## src/rtl/inference_stats_pkg.sv

```systemverilog
// Shared types and helpers for the inference accuracy scoreboard.
// Width helpers keep the top and its divider in agreement about result sizes.
package inference_stats_pkg;

  // Widest one-hot vector the helpers below accept; narrower vectors are zero-extended.
  localparam int MAX_CLASSES = 64;
  localparam logic [MAX_CLASSES-1:0] ONE_VEC = MAX_CLASSES'(1);

  typedef enum logic [1:0] {
    ST_IDLE = 2'd0,
    ST_LOAD = 2'd1,
    ST_DIV  = 2'd2
  } state_e;

  function automatic int calc_cnt_w(input int max_inputs);
    return $clog2(max_inputs + 1);
  endfunction

  function automatic int calc_acc_w(input int frac_bits);
    return 7 + frac_bits;
  endfunction

  function automatic int calc_div_w(input int cnt_w, input int frac_bits);
    return cnt_w + 7 + frac_bits;
  endfunction

  function automatic logic is_onehot(input logic [MAX_CLASSES-1:0] v);
    return (v != '0) && ((v & (v - ONE_VEC)) == '0);
  endfunction

  function automatic int onehot_to_index(input logic [MAX_CLASSES-1:0] v);
    int idx;
    idx = 0;
    for (int i = 0; i < MAX_CLASSES; i++) begin
      if (v[i]) idx = i;
    end
    return idx;
  endfunction

endpackage

```

## src/rtl/seq_divider.sv

```systemverilog
// Restoring unsigned divider, one quotient bit per clock.
// The first bit is produced on the start edge, so done_o rises DVD_W-1 cycles after start.
module seq_divider #(
  parameter int DVD_W = 15,
  parameter int DVS_W = 8
) (
  input  logic             clk,
  input  logic             rst_i,
  input  logic             start_i,
  input  logic [DVD_W-1:0] dividend_i,
  input  logic [DVS_W-1:0] divisor_i,
  output logic             busy_o,
  output logic             done_o,
  output logic [DVD_W-1:0] quotient_o,
  output logic [DVS_W-1:0] remainder_o
);

  localparam int CW = $clog2(DVD_W + 1);

  logic [DVS_W-1:0] rem_q, rem_d, src_rem;
  logic [DVD_W-1:0] quo_q, quo_d, src_quo;
  logic [CW-1:0]    cnt_q, cnt_d;
  logic             busy_q, busy_d, done_q, done_d;
  logic [DVS_W:0]   shifted;
  logic             ge;

  always_comb begin
    // NOTE: every comb output gets a default first, so no path leaves it unassigned and no latch is inferred.
    rem_d  = rem_q;
    quo_d  = quo_q;
    cnt_d  = cnt_q;
    busy_d = busy_q;
    done_d = 1'b0;

    src_rem = start_i ? '0 : rem_q;
    src_quo = start_i ? dividend_i : quo_q;
    shifted = {src_rem, src_quo[DVD_W-1]};
    ge      = shifted >= {1'b0, divisor_i};

    if (start_i || busy_q) begin
      // The remainder stays below the divisor, so the restored value always fits DVS_W bits.
      rem_d  = ge ? DVS_W'(shifted - {1'b0, divisor_i}) : shifted[DVS_W-1:0];
      quo_d  = {src_quo[DVD_W-2:0], ge};
      cnt_d  = start_i ? CW'(DVD_W - 1) : cnt_q - CW'(1);
      busy_d = (cnt_d != '0);
      done_d = (cnt_d == '0);
    end
  end

  always_ff @(posedge clk) begin
    // NOTE: sequential state uses non-blocking assignments so all registers update together at the edge.
    if (rst_i) begin
      rem_q  <= '0;
      quo_q  <= '0;
      cnt_q  <= '0;
      busy_q <= 1'b0;
      done_q <= 1'b0;
    end else begin
      rem_q  <= rem_d;
      quo_q  <= quo_d;
      cnt_q  <= cnt_d;
      busy_q <= busy_d;
      done_q <= done_d;
    end
  end

  assign busy_o      = busy_q;
  assign done_o      = done_q;
  assign quotient_o  = quo_q;
  assign remainder_o = rem_q;

endmodule

```

## src/rtl/inference_scoreboard.sv

```systemverilog
// Scores each inference result against its label and keeps running accuracy statistics.
// One result is accepted at a time; the accuracy division runs before the next is taken.
module inference_scoreboard
  import inference_stats_pkg::*;
#(
  parameter int NUM_CLASSES = 10,
  parameter int MAX_INPUTS  = 200,
  parameter int FRAC_BITS   = 0,
  parameter int CNT_W       = calc_cnt_w(MAX_INPUTS),
  parameter int ACC_W       = calc_acc_w(FRAC_BITS),
  parameter int SEL_W       = $clog2(NUM_CLASSES)
) (
  input  logic                   clk,
  input  logic                   rst_overall,
  input  logic                   clear,
  input  logic                   result_valid,
  output logic                   result_ready,
  input  logic [NUM_CLASSES-1:0] obtained_output,
  input  logic [NUM_CLASSES-1:0] expected_output,
  output logic [CNT_W-1:0]       count,
  output logic [CNT_W-1:0]       correct_count,
  output logic [CNT_W-1:0]       invalid_count,
  output logic [ACC_W-1:0]       accuracy,
  output logic                   accuracy_valid,
  output logic                   overrun,
  output logic                   all_done,
  input  logic [SEL_W-1:0]       class_sel,
  output logic [CNT_W-1:0]       class_seen,
  output logic [CNT_W-1:0]       class_hits
);

  localparam int DW = calc_div_w(CNT_W, FRAC_BITS);

  state_e           state_q, state_d;
  logic [CNT_W-1:0] count_q, count_d;
  logic [CNT_W-1:0] correct_q, correct_d;
  logic [CNT_W-1:0] invalid_q, invalid_d;
  logic [ACC_W-1:0] accuracy_q, accuracy_d;
  logic             acc_valid_q, acc_valid_d;
  logic             overrun_q, overrun_d;
  logic             all_done_q, all_done_d;
  logic [CNT_W-1:0] seen_q [NUM_CLASSES];
  logic [CNT_W-1:0] hits_q [NUM_CLASSES];

  logic             flush;
  logic             accept;
  logic             obt_ok, exp_ok, hit;
  int               exp_idx;

  logic [DW-1:0]    dividend;
  logic [DW-1:0]    quotient;
  logic             div_done;
  logic             div_busy_unused;
  logic [CNT_W-1:0] div_rem_unused;
  logic             quo_high_unused;

  function automatic logic [CNT_W-1:0] sat_inc(input logic [CNT_W-1:0] v);
    return (v == CNT_W'(MAX_INPUTS)) ? v : v + CNT_W'(1);
  endfunction

  assign flush        = rst_overall | clear;
  assign result_ready = (state_q == ST_IDLE) && !all_done_q;
  assign accept       = result_valid && result_ready;

  assign obt_ok  = is_onehot(MAX_CLASSES'(obtained_output));
  assign exp_ok  = is_onehot(MAX_CLASSES'(expected_output));
  assign hit     = obt_ok && exp_ok && (obtained_output == expected_output);
  assign exp_idx = onehot_to_index(MAX_CLASSES'(expected_output));

  // Counters already hold the new totals in LOAD, so the divider sees this result included.
  assign dividend = (DW'(correct_q) * DW'(100)) << FRAC_BITS;

  seq_divider #(
    .DVD_W(DW),
    .DVS_W(CNT_W)
  ) u_div (
    .clk        (clk),
    .rst_i      (flush),
    .start_i    (state_q == ST_LOAD),
    .dividend_i (dividend),
    .divisor_i  (count_q),
    .busy_o     (div_busy_unused),
    .done_o     (div_done),
    .quotient_o (quotient),
    .remainder_o(div_rem_unused)
  );

  // Quotient never exceeds 100 << FRAC_BITS, so bits above ACC_W are always zero.
  assign quo_high_unused = ^quotient[DW-1:ACC_W];

  always_comb begin
    state_d     = state_q;
    count_d     = count_q;
    correct_d   = correct_q;
    invalid_d   = invalid_q;
    accuracy_d  = accuracy_q;
    acc_valid_d = 1'b0;
    overrun_d   = overrun_q;
    all_done_d  = all_done_q;

    unique case (state_q)
      ST_IDLE: begin
        if (accept) begin
          state_d    = ST_LOAD;
          count_d    = sat_inc(count_q);
          if (hit) correct_d = sat_inc(correct_q);
          if (!(obt_ok && exp_ok)) invalid_d = sat_inc(invalid_q);
          all_done_d = (count_d == CNT_W'(MAX_INPUTS));
        end
      end
      ST_LOAD: state_d = ST_DIV;
      ST_DIV: begin
        if (div_done) begin
          accuracy_d  = quotient[ACC_W-1:0];
          acc_valid_d = 1'b1;
          state_d     = ST_IDLE;
        end
      end
      default: state_d = ST_IDLE;
    endcase

    if (result_valid && !result_ready) overrun_d = 1'b1;
  end

  always_ff @(posedge clk) begin
    if (flush) begin
      state_q     <= ST_IDLE;
      count_q     <= '0;
      correct_q   <= '0;
      invalid_q   <= '0;
      accuracy_q  <= '0;
      acc_valid_q <= 1'b0;
      overrun_q   <= 1'b0;
      all_done_q  <= 1'b0;
    end else begin
      state_q     <= state_d;
      count_q     <= count_d;
      correct_q   <= correct_d;
      invalid_q   <= invalid_d;
      accuracy_q  <= accuracy_d;
      acc_valid_q <= acc_valid_d;
      overrun_q   <= overrun_d;
      all_done_q  <= all_done_d;
    end
  end

  always_ff @(posedge clk) begin
    // NOTE: the per-class arrays are statistics that clear must zero, so they are reset unlike a plain data memory.
    if (flush) begin
      for (int i = 0; i < NUM_CLASSES; i++) begin
        seen_q[i] <= '0;
        hits_q[i] <= '0;
      end
    end else if (accept && exp_ok) begin
      for (int i = 0; i < NUM_CLASSES; i++) begin
        if (exp_idx == i) begin
          seen_q[i] <= sat_inc(seen_q[i]);
          if (hit) hits_q[i] <= sat_inc(hits_q[i]);
        end
      end
    end
  end

  always_comb begin
    class_seen = '0;
    class_hits = '0;
    for (int i = 0; i < NUM_CLASSES; i++) begin
      if (class_sel == SEL_W'(i)) begin
        class_seen = seen_q[i];
        class_hits = hits_q[i];
      end
    end
  end

  assign count          = count_q;
  assign correct_count  = correct_q;
  assign invalid_count  = invalid_q;
  assign accuracy       = accuracy_q;
  assign accuracy_valid = acc_valid_q;
  assign overrun        = overrun_q;
  assign all_done       = all_done_q;

endmodule

```

## config.mk

```make
export PLATFORM = sky130hd
export DESIGN_NAME = inference_scoreboard
export DESIGN_NICKNAME = d
export VERILOG_FILES = /design/src/rtl/inference_stats_pkg.sv /design/src/rtl/seq_divider.sv /design/src/rtl/inference_scoreboard.sv
export SDC_FILE = /design/constraint.sdc
export NUM_CORES = 1
export LEC_CHECK = 0
export BUFFER_PORTS_ARGS = -buffer_cell sky130_fd_sc_hd__buf_2
export CORE_MARGIN = 1.5
export CORE_UTILIZATION = 35
export CTS_CLUSTER_SIZE = 25
export DETAILED_ROUTE_END_ITERATION = 16
export GPL_ROUTABILITY_DRIVEN = 1
export PLACE_DENSITY = 0.48
export SYNTH_ARGS = -nofsm -noshare
export SYNTH_HDL_FRONTEND = slang
export SYNTH_SLANG_ARGS = --single-unit
```

## constraint.sdc

```tcl
create_clock -name clk -period 5.8 [get_ports clk]
set_clock_uncertainty 0.05 [all_clocks]
set_input_delay 0.87 -clock clk [delete_from_list [all_inputs] [get_ports clk]]
set_output_delay 0.87 -clock clk [all_outputs]
set_load 0.02 [all_outputs]
```

Word-level counts from Yosys, hierarchy flattened

Memories as Yosys holds them, arrays and structs flattened.
Index checks and enable logic that the tools add are counted.

Shift operators: 0
Bitwise gates (word level): 28
Divide/modulo/power cells: 0
$add $sub $neg: 27
Multipliers: 1
Muxes and demuxes: 161
Order comparisons: 1
Reductions and logical operators: 27
Eq/ne operators: 47

Operators by type and width:

| operator                                                             | count |
|---|---|
| 8-bit two-way mux                                                    | 63 |
| 32-bit two-way mux                                                   | 8 |
| 8-bit == test, second input constant                                 | 24 |
| 8-bit by 1-bit adder with 8-bit output, second input constant        | 23 |
| 10-bit by 64-bit bitwise AND with 64-bit output                      | 2 |
| 32-bit by 4-bit == test with 1-bit output, second input constant     | 4 |
| 64-bit logical NOT                                                   | 2 |
| 1-bit two-way mux                                                    | 85 |
| 32-bit by 3-bit == test with 1-bit output, second input constant     | 2 |
| 32-bit by 5-bit == test with 1-bit output, second input constant     | 2 |
| 32-bit by 2-bit == test with 1-bit output, second input constant     | 1 |
| 32-bit logical NOT                                                   | 1 |
| 10-bit by 1-bit subtractor with 11-bit output, second input constant | 2 |
| 1-bit OR                                                             | 21 |
| 10-bit nonzero test                                                  | 2 |
| 4-bit by 3-bit == test with 1-bit output, second input constant      | 4 |
| 15-bit two-way mux                                                   | 1 |
| 8-bit by 5-bit multiplier with 13-bit output, second input constant  | 1 |
| 10-bit == test                                                       | 1 |
| 9-bit by 8-bit >= comparator with 1-bit output                       | 1 |
| 4-bit by 2-bit == test with 1-bit output, second input constant      | 2 |
| 4-bit == test, second input constant                                 | 2 |
| 1-bit logical AND                                                    | 8 |
| 4-bit logical NOT                                                    | 2 |
| 18 further kinds                                                     | 28 |

Bits in writable memories: 160
Bits in latches: 0
Output and inout port bits: 51
ROM bits: 0
Memories kept: 2
Logic and storage cells: 307
Register bits: 65

Memories:

| name   | words | width | read ports | clocked after Yosys merged registers in | write ports | RTL line                   | source |
|---|---|---|---|---|---|---|---|
| hits_q | 10    | 8     | 10         | 0                                       | 10          | inference_scoreboard.sv:43 | `logic [CNT_W-1:0] hits_q [NUM_CLASSES];` |
| seen_q | 10    | 8     | 10         | 0                                       | 10          | inference_scoreboard.sv:42 | `logic [CNT_W-1:0] seen_q [NUM_CLASSES];` |

Depth between registers and ports, before layout

Gate-level depths: netlist of the first run.

Depth after elaboration: 15
Depth in mapped cells: 21
Depth with buffers taken out: 21

Hierarchy

Synthesis of the first run repeated with hierarchy kept, for this count alone.

Cell total of the unflattened synthesis: 1,556
Area total of the unflattened synthesis: 14,677.8 um^2

By module, submodules not included:

| module               | cells an instance | area an instance (um^2) | instances |
|---|---|---|---|
| inference_scoreboard | 1,345             | 12,919.9                | 1 |
| seq_divider          | 211               | 1,757.9                 | 1 |

Worst setup path before layout of the first run

OpenSTA, ideal clock, no wires.

Kind: register to register
Start point: register correct_q[2], in the netlist correct_count[2]
End point: register u_div.rem_q[3], in the netlist u_div.remainder_o[3]
Setup slack: 964 ps
Setup time: 127 ps
Cell stages (with the launch flop): 21
Data arrival time: 4,659 ps
Cell sequence: dfxtp_1 > inv_1 > ha_1 > inv_1 > ha_1 > inv_1 > fa_1 > inv_1 > ha_1 > a21o_1 > a21oi_1 > o21ai_0 > nand3_1 > nor3b_1 > ha_1 > nor2b_1 > o21a_1 > o211a_1 > o311ai_1 > a211oi_1 > or3_1

Longest elaborated chain between the ends: 4

RTL lines:

| element                                                                                   | RTL line                             | source |
|---|---|---|
| from (decl)                                                                               | inference_scoreboard.sv:36           | `logic [CNT_W-1:0] correct_q, correct_d;` |
| from (signal assigned)                                                                    | inference_scoreboard.sv:138          | `correct_q <= correct_d;` |
| 8-bit by 5-bit multiplier with 13-bit output *                                            | inference_scoreboard.sv:71           | `assign dividend = (DW'(correct_q) * DW'(100)) << FRAC_BITS;` |
| 15-bit two-way mux *                                                                      | seq_divider.sv:36                    | `src_quo = start_i ? dividend_i : quo_q;` |
| 8-bit subtractor / 9-bit by 8-bit >= comparator with 1-bit output (equally long branches) | seq_divider.sv:42, seq_divider.sv:38 |  |
| 8-bit two-way mux *                                                                       | seq_divider.sv:42                    | `rem_d = ge ? DVS_W'(shifted - {1'b0, divisor_i}) : shifted[DVS_W-1:0];` |
| to (signal assigned)                                                                      | seq_divider.sv:59                    | `rem_q <= rem_d;` |
| to (decl)                                                                                 | seq_divider.sv:20                    | `logic [DVS_W-1:0] rem_q, rem_d, src_rem;` |

Every way passes the cells marked *; elsewhere a longest branch is shown, timed or not.
A chain may end at the register's enable or synchronous reset.

Final worst setup path of the first run

Start point: register correct_q[2], in the netlist correct_count[2]
End point: register u_div.rem_q[6], in the netlist u_div.remainder_o[6]

Same word-level chain as after synthesis.

==> flow_summary.ini, run 1 <==
[run_status]
run_status = finished clean

[floorplanning]
fp.dieArea_mm2 = 0.0424
coreArea_mm2 = 0.0407
start_util_pct = 35.4
row_count = 74
die_w_um = 206
fp.dieH_um = 206
ios = 79

[place]
port-buffer-count = 78
hpwl_um = 27400
place.gp.congestion = 0.819

[finish]
nFillCells = 4106
fin_nets = 1704
syn_to_final_growth_pct = 13.5
diodes = 0
multiInputGateArea_mm2 = 0.00767
area.sequential_mm2 = 0.00611
drive_gt1_share_pct = 12.1

[cts]
cts_tree = done
cts_sinks = 225
ctsResizeCount = 0
insertion_delay_ns = 0.56
clockBufferDepth = 3
numCtsBuffers = 29
clkTransAtPathRegs_ns = 0.06
htreeDepth = 1
cts_setup_buffers = 0
clockRootBuffer = clkbuf_16
holdBufCountCts = 0

[synthesis]
synth-edff-count = 160
syn_avg_cell_area_um2 = 9.57
ys.flop_type = edfxtp_1
synth_top_cells_by_count = edfxtp_1 (160), nor2_1 (140), nand3_1 (125)
synthCells = 1506
syn-cell-area_mm2 = 0.0144
synth_area_leader_cell = edfxtp_1
synth_most_common_cell = edfxtp_1
seq_area_frac_synth_pct = 42.3
ys_seq_elements = 225
async_flop_share_pct = 0
syn_nets = 1622
ys_top_cells_by_area = edfxtp_1 (33%), dfxtp_1 (9.0%), ha_1 (7.3%)
synth_top_area_share_pct = 33.3
synth_cell_types = 83
ys_warn_count = 0

[setup_path]
cp.arrival_ns = 5.41
critPathKind = flip-flop to flip-flop
worstPathRequired_ns = 6.19
path_max_fanout = 6
cp-end-kind = flip-flop
startpoint_type = flip-flop

[power_and_ir_drop]
powerDensity_mw_per_mm2 = 234
power_leakage_uw = 0.00637
vdd_drop_max_mv = 0.170

[global_routing]
grt.total_usage_pct = 18.0
antenna_found_initial = 3
grt_pass1_wl_um = 61200
overflow = 0
grt_pass1_vias = 11249
grt_max_degree = 37

[detailed_routing]
postRouteAntennaNets = 0
viasPerCell = 5.37
drcViolationCount = 0
wl_per_cell_um = 17.8
firstDrtPassIters = 5
vias = 11500
wl_um = 38000
dr.first_iter.drc_count = 791

[timing]
setup_viol_count_final = 0
slew_viol_final = 0
rsz0062_at_grt = false
timing.final.crit_share_pct = 86.6
hold_slack_ns = 0.424
hold_violations = 0
finalCriticalPeriod_ns = 5.02
slew_headroom_pct = 18.1
tightest_slew_ns = 1.22
max_freq_mhz = 199
final.setup.tns_ns = 0

[min_path]
hold_path_class = flip-flop to flip-flop

[run]
max_cap_violations = 0
## state kept, by name, summed over array words and instances, names as in the netlist
register	cells
u_div.remainder_o	8
u_div.done_o	1
u_div.busy_o	1
hits_q	80
all_done	1
invalid_count	8
overrun	1
correct_count	8
accuracy	7
u_div.cnt_q	4
count	8
state_q	2
seen_q	80
u_div.quotient_o	15
accuracy_valid	1
## cell usage in the layout (no fill, tap or decap), types with 9 or more instances in the layout
cell type,count
a211oi_1,15
a21oi_1,33
a222oi_1,10
a22oi_1,35
and3_1,56
buf_2,78
buf_4,41
clkbuf_16,29
dfxtp_1,65
edfxtp_1,160
ha_1,84
inv_1,96
mux2_2,9
mux2i_1,34
nand2_1,85
nand3_1,125
nand4_1,18
nor2_1,139
nor3_1,93
nor4_1,11
nor4b_1,13
o21ai_0,44
o31ai_1,11
or3_1,10
xnor2_1,51
xor2_1,100
## power by group
part | leakage, uW | total (uW) | switching [uW] | internal (uW)
clock network | 0.000430 | 1660 | 715 | 949
registers | 0.00231 | 1850 | 76.3 | 1770
logic | 0.00364 | 312 | 196 | 116
total | 0.00637 | 3820 | 987 | 2840
## stage by stage
stage	power, uW	std cells	cell area (um^2)	setup slack (ns)	util (%)
after floorplan	2060	1506	14400	0.964	-
after global placement	2190	2089	15500	0.845	38.1
after detailed placement	2190	2089	15500	0.786	38.1
after CTS	3870	2142	16400	0.767	40.2
after global routing	3970	2142	16400	0.228	40.2
final	3820	2142	16400	0.780	40.2
## critical path, cell delays in order, from the launching register on
cell and delay, ns:
dfxtp_1 0.43, inv_1 0.09, ha_1 0.28, inv_1 0.04, ha_1 0.26, inv_1 0.05
fa_1 0.49, inv_1 0.04, ha_1 0.32, a21o_1 0.19, a21oi_1 0.26, o21ai_0 0.15
a2111oi_0 0.39, nor3b_1 0.13, ha_1 0.23, fa_1 0.41, nor2b_1 0.12, o21ai_0 0.12
a21o_1 0.22, a2111oi_0 0.35, a21boi_0 0.22, nor3_1 0.06
## cell families after synthesis
group / synth area share, %
compound gates: 10.1
xor+xnor: 9.17
fa+ha+maj: 7.91
buf+inv: 4.56
flops: 42.3
mux: 3.31
simple gates: 22.6
## cell type report
class / count / share of cell area [%]
clock inverters: 16 / 0.504
clock buffers: 37 / 4.80
multi-input cells: 1117 / 46.9
flip-flops and latches: 225 / 37.3
well taps: 532 / 4.07
inverters: 96 / 2.20
repair buffers: 119 / 4.26
## final timing paths
| kind | startpoint | end | slack (ns) | cells past startpoint |
|---|---|---|---|---|
| setup reg to reg | correct_count[2] | u_div.remainder_o[6] | 0.78 | 21 |
| hold / removal | overrun | overrun | 0.42 | 2 |
| setup / recovery | correct_count[2] | u_div.remainder_o[6] | 0.78 | 21 |
| hold reg to reg | overrun | overrun | 0.42 | 2 |
## per-layer routing
metal | vias to the layer above | share of wire (%) | global-route usage [%]
li1 | 5675 | - | -
met1 | 5554 | 46 | 24.1
met3 | 61 | 3.8 | 2.59
met4 | 4 | 2.5 | 4.76
met2 | 206 | 47 | 30.2
met5 | - | 0.063 | 0
No activity file was read; power rests on OpenSTA's default activity.
==> run 2: changes to the inputs <==
--- a/config.mk
+++ b/config.mk
@@ -11,6 +11,7 @@
 export CTS_CLUSTER_SIZE = 25
 export DETAILED_ROUTE_END_ITERATION = 16
 export GPL_ROUTABILITY_DRIVEN = 1
+export MAX_ROUTING_LAYER = met4
 export PLACE_DENSITY = 0.48
 export SYNTH_ARGS = -nofsm -noshare
 export SYNTH_HDL_FRONTEND = slang
==> flow_summary.ini, run 2 (synthesis results as in run 1) <==
[global_routing]
grt_max_degree = 37
grt.total_usage_pct = 18.5
antenna_found_initial = 4
grt_pass1_wl_um = 61200
overflow = 0
grt_pass1_vias = 11262

[setup_path]
cp_cell_sequence = inv_1, ha_1, inv_1, ha_1, inv_1, fa_1, inv_1, ha_1, a21o_1, a21oi_1, o21ai_0, a2111oi_0, nor3b_1, ha_1, fa_1, nor2b_1, o21ai_0, a21o_1, a2111oi_0, a21boi_0, nor3_1
worstPathRequired_ns = 6.19
critPathKind = flip-flop to flip-flop
path_max_fanout = 6
crit_slowest_cell = fa_1
cp-end-kind = flip-flop
max_stage_delay_ns = 0.49
cp.arrival_ns = 5.40
startpoint_type = flip-flop

[detailed_routing]
postRouteAntennaNets = 0
wl_um = 38100
dr.first_iter.drc_count = 764
firstDrtPassIters = 5
viasPerCell = 5.35
drcViolationCount = 0
vias = 11485
wl_per_cell_um = 17.7

[cts]
clockRootBuffer = clkbuf_16
cts_sinks = 225
clkTransAtPathRegs_ns = 0.06
ctsResizeCount = 0
cts_tree = done
htreeDepth = 1
cts_setup_buffers = 0
clockBufferDepth = 3
insertion_delay_ns = 0.56
numCtsBuffers = 29
holdBufCountCts = 0

[floorplanning]
fp.dieArea_mm2 = 0.0424
start_util_pct = 35.4
fp.dieH_um = 206
ios = 79
die_w_um = 206
row_count = 74
coreArea_mm2 = 0.0407

[timing]
setup_viol_count_final = 0
fin_ws_ns = 0.793
finalCriticalPeriod_ns = 5.01
final.setup.tns_ns = 0
max_freq_mhz = 200
tightest_slew_ns = 1.25
hold_violations = 0
rsz0062_at_grt = false
slew_headroom_pct = 16.0
slew_viol_final = 0
timing.final.crit_share_pct = 86.3

[min_path]
hold_path_class = flip-flop to flip-flop

[place]
dp_slack_ns = 0.786
port-buffer-count = 78
hpwl_um = 27400
place.gp.congestion = 0.833

[finish]
final_cell_mix = edfxtp_1 (160), nor2_1 (139), nand3_1 (125)
final_common_cell = edfxtp_1
drive_gt1_share_pct = 12.1
fin_nets = 1704
syn_to_final_growth_pct = 13.6

[run_status]
run_status = finished clean

[power_and_ir_drop]
vdd_drop_max_mv = 0.170
powerDensity_mw_per_mm2 = 233
power_leakage_uw = 0.00637

[run]
max_cap_violations = 0
run 2: cell count changes in the layout (fill, tap and decap cells not counted), sizes merged:
cell / change
diode: +3
run 2: per-stage QoR:
stage	hold slack (ns)	cells	instance area (um^2)	total power (uW)	utilization, %
CTS	0.432	2142	16400	3870	40.2
floorplan	0.410	1506	14400	2060	-
detailed placement	0.413	2089	15500	2190	38.1
global placement	0.402	2089	15500	2190	38.1
global route	0.456	2145	16400	3970	40.2
finish	0.428	2145	16400	3820	40.2
run 2: area by class of cell:
type / count / area (um^2)
Antenna cell: 3 / 7.51
Clock buffer: 37 / 786
Clock inverter: 16 / 82.6
Fill cell: 4105 / 24400
Inverter: 96 / 360
Multi-Input combinational cell: 1117 / 7670
Sequential cell: 225 / 6110
Tap cell: 532 / 666
Timing Repair Buffer: 119 / 698
run 2: path summary, 6_finish.rpt:
check                                      start                   end  slack, ns  cells after the start
worst max-delay path            correct_count[2]  u_div.remainder_o[6]       0.79                     21
worst min-delay path                     overrun               overrun       0.43                      2
worst max register to register  correct_count[2]  u_div.remainder_o[6]       0.79                     21
worst min register to register           overrun               overrun       0.43                      2
run 2: routing by layer:
layer  routed length, um  global-route usage (%)
met1               17800                    24.0
met2               18000                    30.2
met3                1360                    2.70
met4                 938                    4.76
met5                   0                       -
run 2: power breakdown:
group / switching [uW] / leakage [uW] / internal (uW) / total (uW)
sequential: 76.5 / 0.00231 / 1770 / 1850
combinational: 196 / 0.00364 / 116 / 312
clock: 712 / 0.000430 / 949 / 1660
run 2: worst max-delay path: cells and delay by family (launching register included):
kind            cells  cell delay, ns
fa+ha+maj           6            1.99
buf+inv             4            0.22
simple gates        3            0.31
compound gates      8            1.89
flops               1            0.43
